**config.mk**
```make
export PLATFORM = sky130hd
export DESIGN_NAME = pacman_rom_loader
export DESIGN_NICKNAME = d
export VERILOG_FILES = /design/src/rtl/pacman_pkg.sv /design/src/rtl/pacman_rom_loader_reset_stretch.sv /design/src/rtl/pacman_rom_loader.sv
export SDC_FILE = /design/constraint.sdc
export NUM_CORES = 1
export LEC_CHECK = 0
export BUFFER_PORTS_ARGS = -buffer_cell sky130_fd_sc_hd__buf_4
export CAP_MARGIN = 25
export CORE_UTILIZATION = 40
export DETAILED_ROUTE_END_ITERATION = 8
export MAX_ROUTING_LAYER = met4
export PLACE_DENSITY = 0.72
export SLEW_MARGIN = 20
export SYNTH_ARGS = -nofsm -noshare
export SYNTH_HDL_FRONTEND = slang
export SYNTH_SLANG_ARGS = --single-unit
```
**constraint.sdc**
```tcl
create_clock -name clk_sys -period 1.8 [get_ports clk_sys]
set_input_delay 0.54 -clock clk_sys [delete_from_list [all_inputs] [get_ports clk_sys]]
set_output_delay 0.54 -clock clk_sys [all_outputs]
set_load 0.02 [all_outputs]
```
**src/rtl/pacman_pkg.sv**
```systemverilog
// pacman_pkg -- shared definitions for the Pac-Man ROM loader.
//   state_e   : loader FSM states (IDLE, LOAD, CHECK, HOLD, RUN)
//   ROM_INDEX : ioctl download index that carries the game ROM
package pacman_pkg;

    typedef enum logic [2:0] {
        IDLE  = 3'd0,
        LOAD  = 3'd1,
        CHECK = 3'd2,
        HOLD  = 3'd3,
        RUN   = 3'd4
    } state_e;

    localparam logic [7:0] ROM_INDEX = 8'd0;

endpackage

```
**src/rtl/pacman_rom_loader_reset_stretch.sv**
```systemverilog
// reset_stretch -- down-counter that holds the core in reset.
// Ports:
//   clk_sys  in   system clock
//   reset    in   asynchronous active-high reset
//   trigger  in   count enable (high while the loader sits in HOLD)
//   load     in   (re)start the stretch; wins over trigger
//   active   out  more HOLD cycles remain after the current one
// Loading HOLD_CYCLES-1 makes the cycle in which active reads 0 the last
// HOLD cycle, so HOLD lasts exactly HOLD_CYCLES cycles after the last load.
module reset_stretch #(
    parameter int HOLD_CYCLES = 16
) (
    input  logic clk_sys,
    input  logic reset,
    input  logic trigger,
    input  logic load,
    output logic active
);
    localparam int CW = (HOLD_CYCLES < 2) ? 1 : $clog2(HOLD_CYCLES);
    localparam logic [CW-1:0] RELOAD = CW'(HOLD_CYCLES - 1);

    logic [CW-1:0] cnt_q, cnt_d;

    always_comb begin
        cnt_d = cnt_q;
        if (load)
            cnt_d = RELOAD;
        else if (trigger && cnt_q != '0)
            cnt_d = cnt_q - 1'b1;
    end

    always_ff @(posedge clk_sys or posedge reset) begin
        if (reset) cnt_q <= '0;
        else       cnt_q <= cnt_d;
    end

    assign active = (cnt_q != '0);

endmodule

```
**src/rtl/pacman_rom_loader.sv**
```systemverilog
// pacman_rom_loader -- accepts the index-0 ioctl download, forwards bytes to
// the core's ROM write port, validates the byte count and stretches the core
// reset after a good load or an OSD/board reset request.
// Ports:
//   clk_sys, reset                       clock, async active-high reset
//   ioctl_downl/_index/_wr/_addr/_dout   download interface
//   status_reset, button_reset           level-sensitive reset requests
//   dn_addr, dn_data, dn_wr              registered ROM write port
//   core_reset                           reset to the game core (low only in RUN)
//   rom_loaded                           a valid ROM has been received
//   load_err                             last download failed validation (sticky)
//   csum                                 mod-256 sum of accepted bytes
// Optional feature: define ROM_LOADER_CSUM_EN to build the checksum adder;
// otherwise csum is tied to zero.
module pacman_rom_loader
    import pacman_pkg::*;
#(
    parameter logic [16:0] ROM_BYTES   = 17'h10000,
    parameter int          HOLD_CYCLES = 16
) (
    input  logic        clk_sys,
    input  logic        reset,
    input  logic        ioctl_downl,
    input  logic [7:0]  ioctl_index,
    input  logic        ioctl_wr,
    input  logic [24:0] ioctl_addr,
    input  logic [7:0]  ioctl_dout,
    input  logic        status_reset,
    input  logic        button_reset,
    output logic [15:0] dn_addr,
    output logic [7:0]  dn_data,
    output logic        dn_wr,
    output logic        core_reset,
    output logic        rom_loaded,
    output logic        load_err,
    output logic [7:0]  csum
);
    state_e      state_q, state_d;
    logic        downl_q;
    logic [16:0] cnt_q;
    logic        ovf_q;
    logic        rom_loaded_q, rom_loaded_d;
    logic        load_err_q, load_err_d;
    logic        core_reset_q;
    logic        dn_wr_q;
    logic [15:0] dn_addr_q;
    logic [7:0]  dn_data_q;

    logic dl_rise, dl_fall, rst_req, rom_wr, in_range, accept, drop, image_ok;
    logic start_dl, hold_load, hold_active;

    assign dl_rise  = ioctl_downl & ~downl_q;
    assign dl_fall  = ~ioctl_downl & downl_q;
    assign rst_req  = status_reset | button_reset;
    assign rom_wr   = (state_q == LOAD) && ioctl_wr && (ioctl_index == ROM_INDEX);
    assign in_range = ioctl_addr < {8'd0, ROM_BYTES};
    assign accept   = rom_wr & in_range;
    assign drop     = rom_wr & ~in_range;
    assign image_ok = (cnt_q == ROM_BYTES) && !ovf_q;

    always_comb begin
        state_d      = state_q;
        start_dl     = 1'b0;
        hold_load    = 1'b0;
        rom_loaded_d = rom_loaded_q;
        load_err_d   = load_err_q;
        case (state_q)
            IDLE: if (dl_rise) begin
                state_d  = LOAD;
                start_dl = 1'b1;
            end
            LOAD: if (dl_fall) state_d = CHECK;
            CHECK: begin
                if (image_ok) begin
                    rom_loaded_d = 1'b1;
                    hold_load    = 1'b1;
                    state_d      = HOLD;
                end else begin
                    load_err_d   = 1'b1;
                    rom_loaded_d = 1'b0;
                    state_d      = IDLE;
                end
            end
            HOLD: begin
                if (dl_rise) begin
                    state_d  = LOAD;
                    start_dl = 1'b1;
                end else if (rst_req) begin
                    // a held request keeps restarting the stretch
                    hold_load = 1'b1;
                end else if (!hold_active) begin
                    state_d = RUN;
                end
            end
            RUN: begin
                if (dl_rise) begin
                    state_d  = LOAD;
                    start_dl = 1'b1;
                end else if (rst_req) begin
                    hold_load = 1'b1;
                    state_d   = HOLD;
                end
            end
            default: state_d = IDLE;
        endcase
        if (start_dl) begin
            rom_loaded_d = 1'b0;
            load_err_d   = 1'b0;
        end
    end

    reset_stretch #(.HOLD_CYCLES(HOLD_CYCLES)) u_stretch (
        .clk_sys (clk_sys),
        .reset   (reset),
        .trigger (state_q == HOLD),
        .load    (hold_load),
        .active  (hold_active)
    );

    always_ff @(posedge clk_sys or posedge reset) begin
        if (reset) begin
            state_q      <= IDLE;
            downl_q      <= 1'b0;
            cnt_q        <= '0;
            ovf_q        <= 1'b0;
            rom_loaded_q <= 1'b0;
            load_err_q   <= 1'b0;
            core_reset_q <= 1'b1;
            dn_wr_q      <= 1'b0;
            dn_addr_q    <= '0;
            dn_data_q    <= '0;
        end else begin
            state_q      <= state_d;
            downl_q      <= ioctl_downl;
            rom_loaded_q <= rom_loaded_d;
            load_err_q   <= load_err_d;
            // registered from next state so the core sees a clean level
            core_reset_q <= (state_d != RUN);
            dn_wr_q      <= accept;
            if (accept) begin
                dn_addr_q <= ioctl_addr[15:0];
                dn_data_q <= ioctl_dout;
            end
            if (start_dl) begin
                cnt_q <= '0;
                ovf_q <= 1'b0;
            end else begin
                if (accept && cnt_q != ROM_BYTES) cnt_q <= cnt_q + 17'd1;
                if (drop)                         ovf_q <= 1'b1;
            end
        end
    end

`ifdef ROM_LOADER_CSUM_EN
    logic [7:0] csum_q;
    always_ff @(posedge clk_sys or posedge reset) begin
        if (reset)         csum_q <= '0;
        else if (start_dl) csum_q <= '0;
        else if (accept)   csum_q <= csum_q + ioctl_dout;
    end
    assign csum = csum_q;
`else
    assign csum = 8'h00;
`endif

    assign dn_addr    = dn_addr_q;
    assign dn_data    = dn_data_q;
    assign dn_wr      = dn_wr_q;
    assign core_reset = core_reset_q;
    assign rom_loaded = rom_loaded_q;
    assign load_err   = load_err_q;

endmodule
```
=== Word-level counts from Yosys, hierarchy flattened ===
Index checks and enable logic that the tools add are counted.

* Bits in registers: 54
* Latch bits: 0
* RAM bits: 0
* Bits in read-only memories: 0
* Bits of input ports: 47
* Output and inout port bits: 36
* Logic and storage cells: 72
* Memories: 0

* Add/subtract/negate cells: 2
* $mul: 0
* Div/mod/pow operators: 0
* Order comparisons: 1
* Equality and inequality tests: 8
* Shift operators: 0
* Mux-type cells: 26
* Bitwise logic cells: 8
* Reductions and logical operators: 16

{| class="wikitable"
|+ Operators by type and width
! operator !! number
|-
| 17-bit two-way mux || 2
|-
| 25-bit by 17-bit less-than comparator with 1-bit output (second input constant) || 1
|-
| 3-bit two-way mux || 7
|-
| 17-bit by 1-bit adder with 17-bit output (second input constant) || 1
|-
| 17-bit equality test (second input constant) || 1
|-
| 17-bit != test (second input constant) || 1
|-
| 3-bit one-hot mux with 5 select lines || 1
|-
| 1-bit two-way mux || 12
|-
| 8-bit logical NOT || 1
|-
| 4-bit two-way mux || 2
|-
| 2-bit nonzero test || 4
|-
| 3-bit by 2-bit equality test with 1-bit output (second input constant) || 2
|-
| 1-bit logical AND || 5
|-
| 1-bit AND || 4
|-
| 4-bit nonzero test || 1
|-
| 4-bit by 1-bit subtractor with 4-bit output (second input constant) || 1
|-
| 3-bit by 1-bit equality test with 1-bit output (second input constant) || 1
|-
| 3-bit equality test (second input constant) || 1
|-
| 3-bit logical NOT || 1
|-
| 3-bit != test (second input constant) || 1
|-
| 1-bit inverter || 3
|-
| 3-bit OR reduction || 1
|-
| 2-bit two-way mux || 1
|-
| 2-bit by 1-bit != test with 1-bit output (second input constant) || 1
|-
| 5 further kinds || 5
|}

=== Depth between registers and ports, before layout ===
Gate-level depths: netlist (run 1).

* Depth in word-level cells: 7
* Mapped depth: 7
* Gate-level depth less buffers: 6

=== Modules after synthesis ===
Synthesis (run 1) repeated with hierarchy kept, for this count alone.

* Cells, all modules: 293
* Area total of the unflattened synthesis: 2682.6 µm²

{| class="wikitable"
|+ By module, submodules not included
! module !! times used !! cells an instance !! area an instance (µm²) !! sequential area each (µm²)
|-
| pacman_rom_loader || 1 || 270 || 2457.4 || 1252.5
|-
| reset_stretch || 1 || 23 || 225.2 || 100.1
|}

=== Least setup slack after synthesis (run 1) ===
No wires, ideal clock.

* Kind: input -> register
* Start point: input ioctl_index[2]
* End point: register dn_addr_q[0], in the netlist dn_addr[0]
* Setup time: 0.125 ns
* Arrival time: 1.847 ns
* Required time: 1.675 ns
* Slack: -0.172 ns
* Stages on the path: 5
* Buffers on the path: 1
* Path through: nor4_1 nand3_2 nor2_4 buf_6 mux2_2

* Longest elaborated chain between the ends: 3

{| class="wikitable"
|+ Ends and longest elaborated chain
! what !! RTL line !! text
|-
| start: declaration || pacman_rom_loader.sv:24 || <nowiki>input logic [7:0] ioctl_index,</nowiki>
|-
| 8-bit logical NOT || pacman_rom_loader.sv:55 || <nowiki>assign rom_wr = (state_q == LOAD) && ioctl_wr && (ioctl_index == ROM_INDEX);</nowiki>
|-
| 1-bit logical AND || pacman_rom_loader.sv:55 ||
|-
| 1-bit AND || pacman_rom_loader.sv:57 || <nowiki>assign accept = rom_wr & in_range;</nowiki>
|-
| end signal: assignment || pacman_rom_loader.sv:141 || <nowiki>dn_addr_q <= ioctl_addr[15:0];</nowiki>
|-
| end: declaration || pacman_rom_loader.sv:46 || <nowiki>logic [15:0] dn_addr_q;</nowiki>
|}

No other way between the ends.
A chain may end at the register's enable or synchronous reset.

=== Worst setup path after layout (run 1) ===
* Start point: register state_q[2]
* End point: register cnt_q[7]

* Longest elaborated chain between the ends: 6
* Elaborated cells on any way between the ends: 12
* Classes of those cells: eq/ne: 3; mux: 2; bitwise: 1; reduce/logical: 6

{| class="wikitable"
|+ Ends and longest elaborated chain
! what !! RTL line !! text
|-
| start: declaration || pacman_rom_loader.sv:38 || <nowiki>state_e state_q, state_d;</nowiki>
|-
| start signal: assignment || pacman_rom_loader.sv:133 || <nowiki>state_q <= state_d;</nowiki>
|-
| 3-bit by 1-bit equality test with 1-bit output || pacman_rom_loader.sv:55 ||
|-
| 1-bit logical AND (2 in series) || pacman_rom_loader.sv:55 ||
|-
| 1-bit AND || pacman_rom_loader.sv:57 ||
|-
| 1-bit logical AND || pacman_rom_loader.sv:148 || <nowiki>if (accept && cnt_q != ROM_BYTES) cnt_q <= cnt_q + 17'd1;</nowiki>
|-
| 2-bit nonzero test (no source line) || -- ||
|-
| end signal: assignment || pacman_rom_loader.sv:148 ||
|-
| end: declaration || pacman_rom_loader.sv:40 || <nowiki>logic [16:0] cnt_q;</nowiki>
|}

Several ways; a longest one is shown, not always the timed one.

==> results.md, run 1 <==
* Die ar. at 7480 um^2
* R2r setup slk at -0.01 ns
* First-pass GRT wire length at 10,300 um
* Clock Latency Late Sink at 0.32 ns
* FF+latch count, synth at 54
* Mean Syn Cell Area at 11.4 um^2
* VDD IR max at 0.000463 V
* Number of distinct library cells after synthesis at 56
* Inserted Clock Buffers at 5
* Tmin final at 1.81 ns
* Via/cell ratio at 5.21
* Grt ovf at 0
* Max-cap violations at 0
* Area Growth Syn to Fin at 37.4%
* Switching pwr at 0.784 mW
* Register area at 1360 um^2
* Top cells by area, synth: dfrtp_1 (46%), mux2_2 (9.5%), mux2i_1 (2.8%)
* Area of the multi-input gates at 1440 um^2
* ANT cells at 0
* Worst Setup Path Type: flop to flop
* WL per Instance at 14.7 um
* R2R cell count at 5
* Worst Path Buf+Inv at 1
* Nets at 401
* Area leader, netlist: dfrtp_1
* Crit end category: flop
* Final Hold Violating Endpoints at 0
* Placed cells at 435
* Largest net degree at the start of global routing at 42
* Core Region at 6830 um^2
* # setup viols final at 2
* Worst r2r dst: cnt_q[7]
* Clock skew after layout at 0.0138 ns
* Ys flop type: dfrtp_1
* Crit path largest cell delay at 0.42 ns
* YS warnings at 0
* Cell chain of the critical path: nor4b_4 > nand3_4 > buf_4 > o311ai_1 > o41ai_2
* Routed Antenna Nets at 0
* Port buffer count at 74
* Unrepaired setup endpoints after global routing: yes
* # fillers at 597
* Die Width at 86.5 um
* Post-DP Area at 3700 um^2
* Number of global-route vias before repair at 2,160
* Sink Count at 54
* GRT Resource Usage Total at 0.181
* Total negative slack at -0.0218 ns
* Post-synth top area share at 0.464
* Pre-CTS setup slack at -0.307 ns
* # DRC at 0
* Layout cells sized above 1 at 0.480
* Core Rows at 30
* Max frequency at 551 MHz
* Detailed Routing Iterations Pass 1 at 4
* Final std cells w/o fill at 448
* CP Depth at 5
* Final Cycle Share at 1.01
* Initial antenna violation count at 0
* PD cells at 714 nW/um^2
* EDFF count, synth at 0
* Worst setup SP type: flop
* R2r startpoint: state_q[2]
* Violated checks: setup timing
* Clk slew on worst S/H paths at 0.10 ns
* CP max FO at 8
* Most common cell in the synthesized netlist: dfrtp_1
* DRT Wirelength at 6580 um
* Drt first-iter violations at 230
* Clk buf depth at 2
* Slew Viols, Final at 0
* Status: finished with violations
* Design area at 3930 um^2
* H-tree Lvls at 2
* TritonCTS clock tree: built
* GP Congestion at 0.838
* Top Ports at 83
* Clock share of power at 0.304
* Register area share after synthesis at 0.473
* Combinational power share at 0.220
* Final setup margin at -0.0146 ns
* Pleak at 1.84 nW
* Chip height at 86.5 um
* Clock root cell: clkbuf_8
* Initial Util at 0.418
* Slowest cell on crit path: dfrtp_1
* Sequential power share at 0.476
* Sw frac at 0.279
* Hold Crit Class: input port to async pin
* Post-synth top cells: dfrtp_1 (53), mux2_2 (24), nand2_1 (19)
* DR vias at 2,336
* Cell-internal power at 2.02 mW
* Largest delay share family, worst path: compound AO/OA/AOI/OAI gates
* Post-Synthesis Cells at 250
* Worst EP arrival at 1.99 ns
* Post-DP HPWL at 4770 um
* Async set-or-reset flop fraction in the synthesized netlist at 1.00
* Req. time, crit path at 1.98 ns
* Mapped cell area at 2860 um^2
==> layout by cell type (no fill, tap or decap), types with 3 or more instances in the layout <==
cell	count
buf_4	104
dfrtp_1	51
mux2_2	24
nand2_1	19
nand3_1	12
mux2i_1	8
conb_1	8
inv_1	7
or2b_1	7
nor2_1	6
a21oi_1	6
nand2b_1	6
o311ai_1	6
nor4_1	5
o41ai_1	5
clkbuf_8	5
and3_1	4
buf_12	4
nor4b_4	3
o21ai_0	3
o41ai_2	3
==> cells by family (layout without fill, tap and decap cells) <==
kind of cell	count (synthesis)	after routing	share of synthesized area
XOR/XNOR	3	3	0.00920
flip-flops	54	54	0.474
AND/OR/NAND/NOR	90	90	0.207
multiplexers	32	32	0.123
adder cells (fa/ha/maj)	3	3	0.0131
buffers and inverters	30	125	0.0688
other	1	8	0.00131
AO/OA/AOI/OAI	37	37	0.105
==> power by group through the flow <==
| stage | Combinational (mW) | Clock [mW] | Sequential, mW |
|---|---|---|---|
| final | 0.616 | 0.853 | 1.34 |
| after global routing | 0.684 | 0.917 | 1.35 |
| after CTS | 0.614 | 0.869 | 1.34 |
| after detailed placement | 0.608 | 0 | 1.36 |
| after global placement | 0.598 | 0 | 1.35 |
| after floorplan | 0.382 | 0 | 1.34 |
==> registers in the layout, indices dropped and copies added, names as in the netlist <==
signal	flops
cnt_q	17
dn_addr	16
dn_data	8
u_stretch.cnt_q	4
state_q	3
core_reset	1
dn_wr	1
downl_q	1
load_err	1
ovf_q	1
rom_loaded	1
==> repair_timing <==
action	CTS	global route
endpoints found under the setup margin	5	38
hold buffers	0	0
resized for setup	4	12
setup buffers	3	2
pin swaps	0	2
gates cloned	0	0
==> metal layers <==
layer  wire length, um  track usage
met1              2740        0.239
met2              3360        0.282
met3               310       0.0229
met4               171       0.0788
met5                 0            -
==> layout make-up <==
class / count / area share
clock buffer: 5 / 0.0175
clock inverter: 3 / 0.0121
inverter: 9 / 0.00956
multi-input combinational: 173 / 0.366
sequential: 54 / 0.345
tap: 96 / 0.0306
timing repair buffer: 108 / 0.219
==> worst max-delay path by stage <==
stage                                   from          to  slack (ns)
final                             state_q[2]    cnt_q[7]       -0.01
after global routing      u_stretch.cnt_q[0]  state_q[0]       -0.09
after CTS                         state_q[1]    cnt_q[8]       0.005
after detailed placement      ioctl_addr[21]   cnt_q[11]       -0.31
after global placement        ioctl_addr[21]   cnt_q[11]       -0.24
after floorplan               ioctl_index[1]  dn_addr[0]       -0.05
==> through the flow <==
stage,power [mW],util,hold WS [ns]
2_1_floorplan,1.73,-,0.464
3_3_place_gp,1.95,0.541,0.485
3_5_place_dp,1.97,0.541,0.495
4_1_cts,2.82,0.564,0.204
5_1_grt,2.95,0.575,0.216
6_report,2.80,0.575,0.200
No activity file was read; power rests on OpenSTA's default activity.
==> run 2: changes to the inputs <==
PLACE_DENSITY = 0.69   (was 0.72)
clock period = 2.27 ns   (was 1.8 ns; I/O delays follow)
==> results.md, run 2 (same netlist as run 1, synthesis figures left out) <==
* Max frequency at 485 MHz
* Clock root cell: clkbuf_8 (unchanged)
* Core Region at 6830 um^2 (unchanged)
* Clk slew on worst S/H paths at 0.11 ns (was 0.10 ns)
* WL per Instance at 14.1 um (was 14.7 um)
* Nets at 382 (was 401)
* Drt first-iter violations at 115 (was 230)
* Routed Antenna Nets at 0 (unchanged)
* Max-cap violations at 0 (unchanged)
* VDD IR max at 0.000352 V (was 0.000463 V)
* Top Ports at 83 (unchanged)
* CP max FO at 6 (was 8)
* Largest Register: cnt_q (unchanged)
* Pre-CTS setup slack at -0.145 ns (was -0.307 ns)
* Worst Setup Path Type: input port to flop (was flop to flop)
* Final setup margin at 0.207 ns (was -0.0146 ns)
* R2r startpoint: state_q[2] (unchanged)
* Design area at 3660 um^2 (was 3930 um^2)
* Placed cells at 421 (was 435)
* GRT Resource Usage Total at 0.176 (was 0.181)
* Final Hold Violating Endpoints at 0 (unchanged)
* ANT cells at 0 (unchanged)
* PD cells at 563 nW/um^2 (was 714 nW/um^2)
* DR vias at 2,204 (was 2,336)
* Post-DP HPWL at 4540 um (was 4770 um)
* Clk buf depth at 2 (unchanged)
* Tmin final at 2.06 ns
* Initial Util at 0.418 (unchanged)
* Inserted Clock Buffers at 5 (unchanged)
* Total negative slack at 0 ns (was -0.0218 ns)
* Final Cycle Share at 0.909
* # fillers at 606 (was 597)
* Die ar. at 7480 um^2 (unchanged)
* # DRC at 0 (unchanged)
* Slew Viols, Final at 0 (unchanged)
* Chip height at 86.5 um (unchanged)
* DRT Wirelength at 6070 um (was 6580 um)
* Most frequent cells in the layout: buf_4 (85), dfrtp_1 (53), mux2_2 (24), nand2_1 (19), nand3_1 (12) (was buf_4 (104), dfrtp_1 (51), mux2_2 (24), nand2_1 (19), nand3_1 (12))
* Core Rows at 30 (unchanged)
* Via/cell ratio at 5.14 (was 5.21)
* Worst setup SP type: input port (was flop)
* Total power at 2.06 mW (was 2.80 mW)
* Post-DP Area at 3560 um^2 (was 3700 um^2)
* GP Congestion at 0.853 (was 0.838)
* Worst EP arrival at 2.30 ns (was 1.99 ns)
* Clock Latency Late Sink at 0.32 ns (about the same)
* Grt ovf at 0 (unchanged)
* Crit end category: flop (unchanged)
* Unrepaired setup endpoints after global routing: no (was yes)
* Worst slew pin tran at 0.574 ns
* Crit. Startpoint: ioctl_index[2] (was state_q[2])
* Pleak at 1.73 nW (was 1.84 nW)
* Req. time, crit path at 2.51 ns (was 1.98 ns)
* Detailed Routing Iterations Pass 1 at 4 (unchanged)
* Setup bufs post-CTS at 0 (was 3)
* Post-cts hold buffer count at 0 (unchanged)
* TritonCTS clock tree: built (unchanged)
* Initial antenna violation count at 0 (unchanged)
* Layout cells sized above 1 at 0.408 (was 0.480)
* H-tree Lvls at 2 (unchanged)
* Sink Count at 54 (unchanged)
* Status: finished, final reports clean (was finished with violations)
* Largest register FFs at 17 (unchanged)
* Hold Crit Class: input port to async pin (unchanged)
* Largest net degree at the start of global routing at 55 (was 42)
* Clock skew after layout at 0.00914 ns (was 0.0138 ns)
* Port buffer count at 74 (unchanged)
* Post-cts repair resize count at 0 (was 4)
* First-pass GRT wire length at 9850 um (was 10,300 um)
* Slew HR at 0.617
* Number of global-route vias before repair at 2,087 (was 2,160)
* Die Width at 86.5 um (unchanged)
* # setup viols final at 0 (was 2)
* Commonest non-fill, non-tap cell in the layout: buf_4 (unchanged)
* Area Growth Syn to Fin at 28.0% (was 37.4%)
* Final std cells w/o fill at 429 (was 448)
[run 2: report_power, final]
part	switching [mW]	leakage (nW)	total, mW	internal [mW]
Clock	0.343	0.0502	0.572	0.229
Sequential	0.0590	0.730	1.07	1.01
Combinational	0.204	0.945	0.412	0.209
[run 2: layout make-up]
cell class | instances | area (um^2) | share of cell area
timing repair buffer | 89 | 718 | 0.196
sequential | 54 | 1350 | 0.370
inverter | 9 | 33.8 | 0.00924
clock inverter | 3 | 28.8 | 0.00787
multi-input combinational | 173 | 1330 | 0.365
clock buffer | 5 | 68.8 | 0.0188
tap | 96 | 120 | 0.0329
[run 2: routing by layer]
layer  vias up  wire [um]  track usage
li1       1075          -            -
met3         8        331       0.0305
met2        75       2910        0.280
met1      1046       2750        0.222
met4         0         84       0.0758
met5         -          0            -
[run 2: stage by stage]
| step | hold slack (ns) | utilization |
|---|---|---|
| finish | 0.405 | 0.535 |
| global route | 0.410 | 0.535 |
| CTS | 0.411 | 0.535 |
| detailed placement | 0.497 | 0.521 |
| global placement | 0.493 | 0.521 |
| floorplan | 0.464 | - |
[run 2: worst paths after layout]
kind                              end  slack, ns  cells past startpoint
max in group asynchronous  core_reset       1.59                      3
max                         cnt_q[15]       0.21                      7
min in group clk_sys          downl_q       0.50                      1
max reg2reg                  cnt_q[8]       0.26                      4
min reg2reg                dn_addr[3]       0.52                      1
min                        dn_addr[8]       0.40                      3
[run 2: critical path, cell delays in order]
cell	delay, ns
buf_4	0.11
nor4_1	0.33
buf_4	0.18
nand3_2	0.17
buf_4	0.22
nor4_1	0.36
mux2i_1	0.25
==> run 3: changes to the inputs <==
GPL_TIMING_DRIVEN = 0   (was not set)
TNS_END_PERCENT = 1   (was not set)
==> results.md, run 3 (same netlist as run 1, synthesis figures left out) <==
* Clock skew after layout at 0.00864 ns (was 0.00914 ns)
* Final Hold Violating Endpoints at 0 (unchanged)
* Initial Util at 0.418 (unchanged)
* Clk buf depth at 2 (unchanged)
* Detailed Routing Iterations Pass 1 at 4 (unchanged)
* PD cells at 562 nW/um^2 (was 563 nW/um^2)
* Number of global-route vias before repair at 2,084 (was 2,087)
* Drt first-iter violations at 159 (was 115)
* TritonCTS clock tree: built (unchanged)
* First-pass GRT wire length at 10,200 um (was 9850 um)
* Area Growth Syn to Fin at 28.2% (was 28.0%)
* Worst Setup Path Type: input port to flop (unchanged)
* DR vias at 2,231 (was 2,204)
* # DRC at 0 (unchanged)
* Die ar. at 7480 um^2 (unchanged)
* Crit end category: flop (unchanged)
* Top Ports at 83 (unchanged)
* Slew HR at 0.563 (was 0.617)
* Req. time, crit path at 2.47 ns (was 2.51 ns)
* Initial antenna violation count at 0 (unchanged)
* Worst EP arrival at 2.28 ns (was 2.30 ns)
* Setup bufs post-CTS at 0 (unchanged)
* Placed cells at 427 (was 421)
* WL per Instance at 14.5 um (was 14.1 um)
* Max-cap violations at 0 (unchanged)
* CP max FO at 10 (was 6)
* Port buffer count at 74 (unchanged)
* GP Congestion at 0.795 (was 0.853)
* Largest register FFs at 17 (unchanged)
* Core Rows at 30 (unchanged)
* Clk slew on worst S/H paths at 0.10 ns (was 0.11 ns)
* Via/cell ratio at 5.13 (was 5.14)
* Post-cts hold buffer count at 0 (unchanged)
* Final std cells w/o fill at 435 (was 429)
* Total power at 2.06 mW (about the same)
* Status: finished, final reports clean (unchanged)
* Largest Register: cnt_q (unchanged)
* Routed Antenna Nets at 0 (unchanged)
* Core Region at 6830 um^2 (unchanged)
* # setup viols final at 0 (unchanged)
* Final setup margin at 0.194 ns (was 0.207 ns)
* Commonest non-fill, non-tap cell in the layout: buf_4 (unchanged)
* Pleak at 1.73 nW (about the same)
* Final Cycle Share at 0.915 (was 0.909)
* Design area at 3660 um^2 (about the same)
* Clock Latency Late Sink at 0.31 ns (was 0.32 ns)
* Post-DP Area at 3560 um^2 (about the same)
* Chip height at 86.5 um (unchanged)
* Layout cells sized above 1 at 0.410 (was 0.408)
* Hold Crit Class: input port to async pin (unchanged)
* VDD IR max at 0.000472 V (was 0.000352 V)
* Worst slew pin tran at 0.656 ns (was 0.574 ns)
* Fin util at 0.536 (was 0.535)
* Clock root cell: clkbuf_8 (unchanged)
* Most frequent cells in the layout: buf_4 (84), dfrtp_1 (53), mux2_2 (24), nand2_1 (19), nand3_1 (12) (was buf_4 (85), dfrtp_1 (53), mux2_2 (24), nand2_1 (19), nand3_1 (12))
* Post-DP HPWL at 4560 um (was 4540 um)
* Tmin final at 2.08 ns (was 2.06 ns)
* Worst setup SP type: input port (unchanged)
* DRT Wirelength at 6300 um (was 6070 um)
* Sink Count at 54 (unchanged)
* Die Width at 86.5 um (unchanged)
* Largest net degree at the start of global routing at 55 (unchanged)
* Max frequency at 482 MHz (was 485 MHz)
* Nets at 388 (was 382)
* GRT Resource Usage Total at 0.181 (was 0.176)
* Grt ovf at 0 (unchanged)
* Unrepaired setup endpoints after global routing: no (unchanged)
* H-tree Lvls at 2 (unchanged)
* Inserted Clock Buffers at 5 (unchanged)
* ANT cells at 0 (unchanged)
* Pre-CTS setup slack at -0.302 ns (was -0.145 ns)
* Slew Viols, Final at 0 (unchanged)
run 3: path summary, 6_finish.rpt:
| path | from | endpoint | slack, ns | cells after the start |
|---|---|---|---|---|
| worst min register to register | load_err | load_err | 0.52 | 1 |
| max in group asynchronous | reset | cnt_q[10] | 1.37 | 2 |
| worst max-delay path | ioctl_index[2] | dn_addr[7] | 0.19 | 6 |
| min in group clk_sys | ioctl_downl | downl_q | 0.51 | 1 |
| worst max register to register | state_q[2] | dn_addr[7] | 0.22 | 5 |
| worst min-delay path | reset | dn_addr[5] | 0.47 | 2 |
run 3: where the power goes:
part           internal [mW]  switching [mW]
combinational          0.214           0.235
clock                  0.223           0.340
sequential              1.01          0.0308
total                   1.45           0.606
run 3: area by class of cell:
| cell class | count | area, um^2 |
|---|---|---|
| tap | 96 | 120 |
| buffer | 21 | 163 |
| clock buffer | 5 | 68.8 |
| sequential | 54 | 1350 |
| fill | 644 | 3170 |
| multi-input combinational | 173 | 1340 |
| inverter | 9 | 36.3 |
| clock inverter | 3 | 25.0 |
| timing repair buffer | 74 | 556 |
run 3: routing by layer:
layer  routed length (um)  GRT usage  vias to the layer above
met5                    0          -                        -
met4                   80     0.0576                        0
met3                  323     0.0286                        7
met2                 3020      0.287                       66
met1                 2880      0.238                     1068
li1                     -          -                     1090
run 3: timing repair:
item                                    CTS  global route
endpoints found under the setup margin    0             3
resized for setup                         0             1
hold endpoints to repair                  0             0
run 3: worst max-delay path, stage by stage:
cell and delay, ns:
buf_4 0.11, nor4_2 0.37, nand3_2 0.30, nor2_4 0.27, buf_6 0.19, mux2_2 0.34
run 3: through the flow:
step	setup TNS (ns)	hold slack, ns
detailed placement	-8.24	0.489
global placement	-32.46	0.491
global route	0	0.496
CTS	0	0.490
finish	0	0.469
floorplan	0	0.464
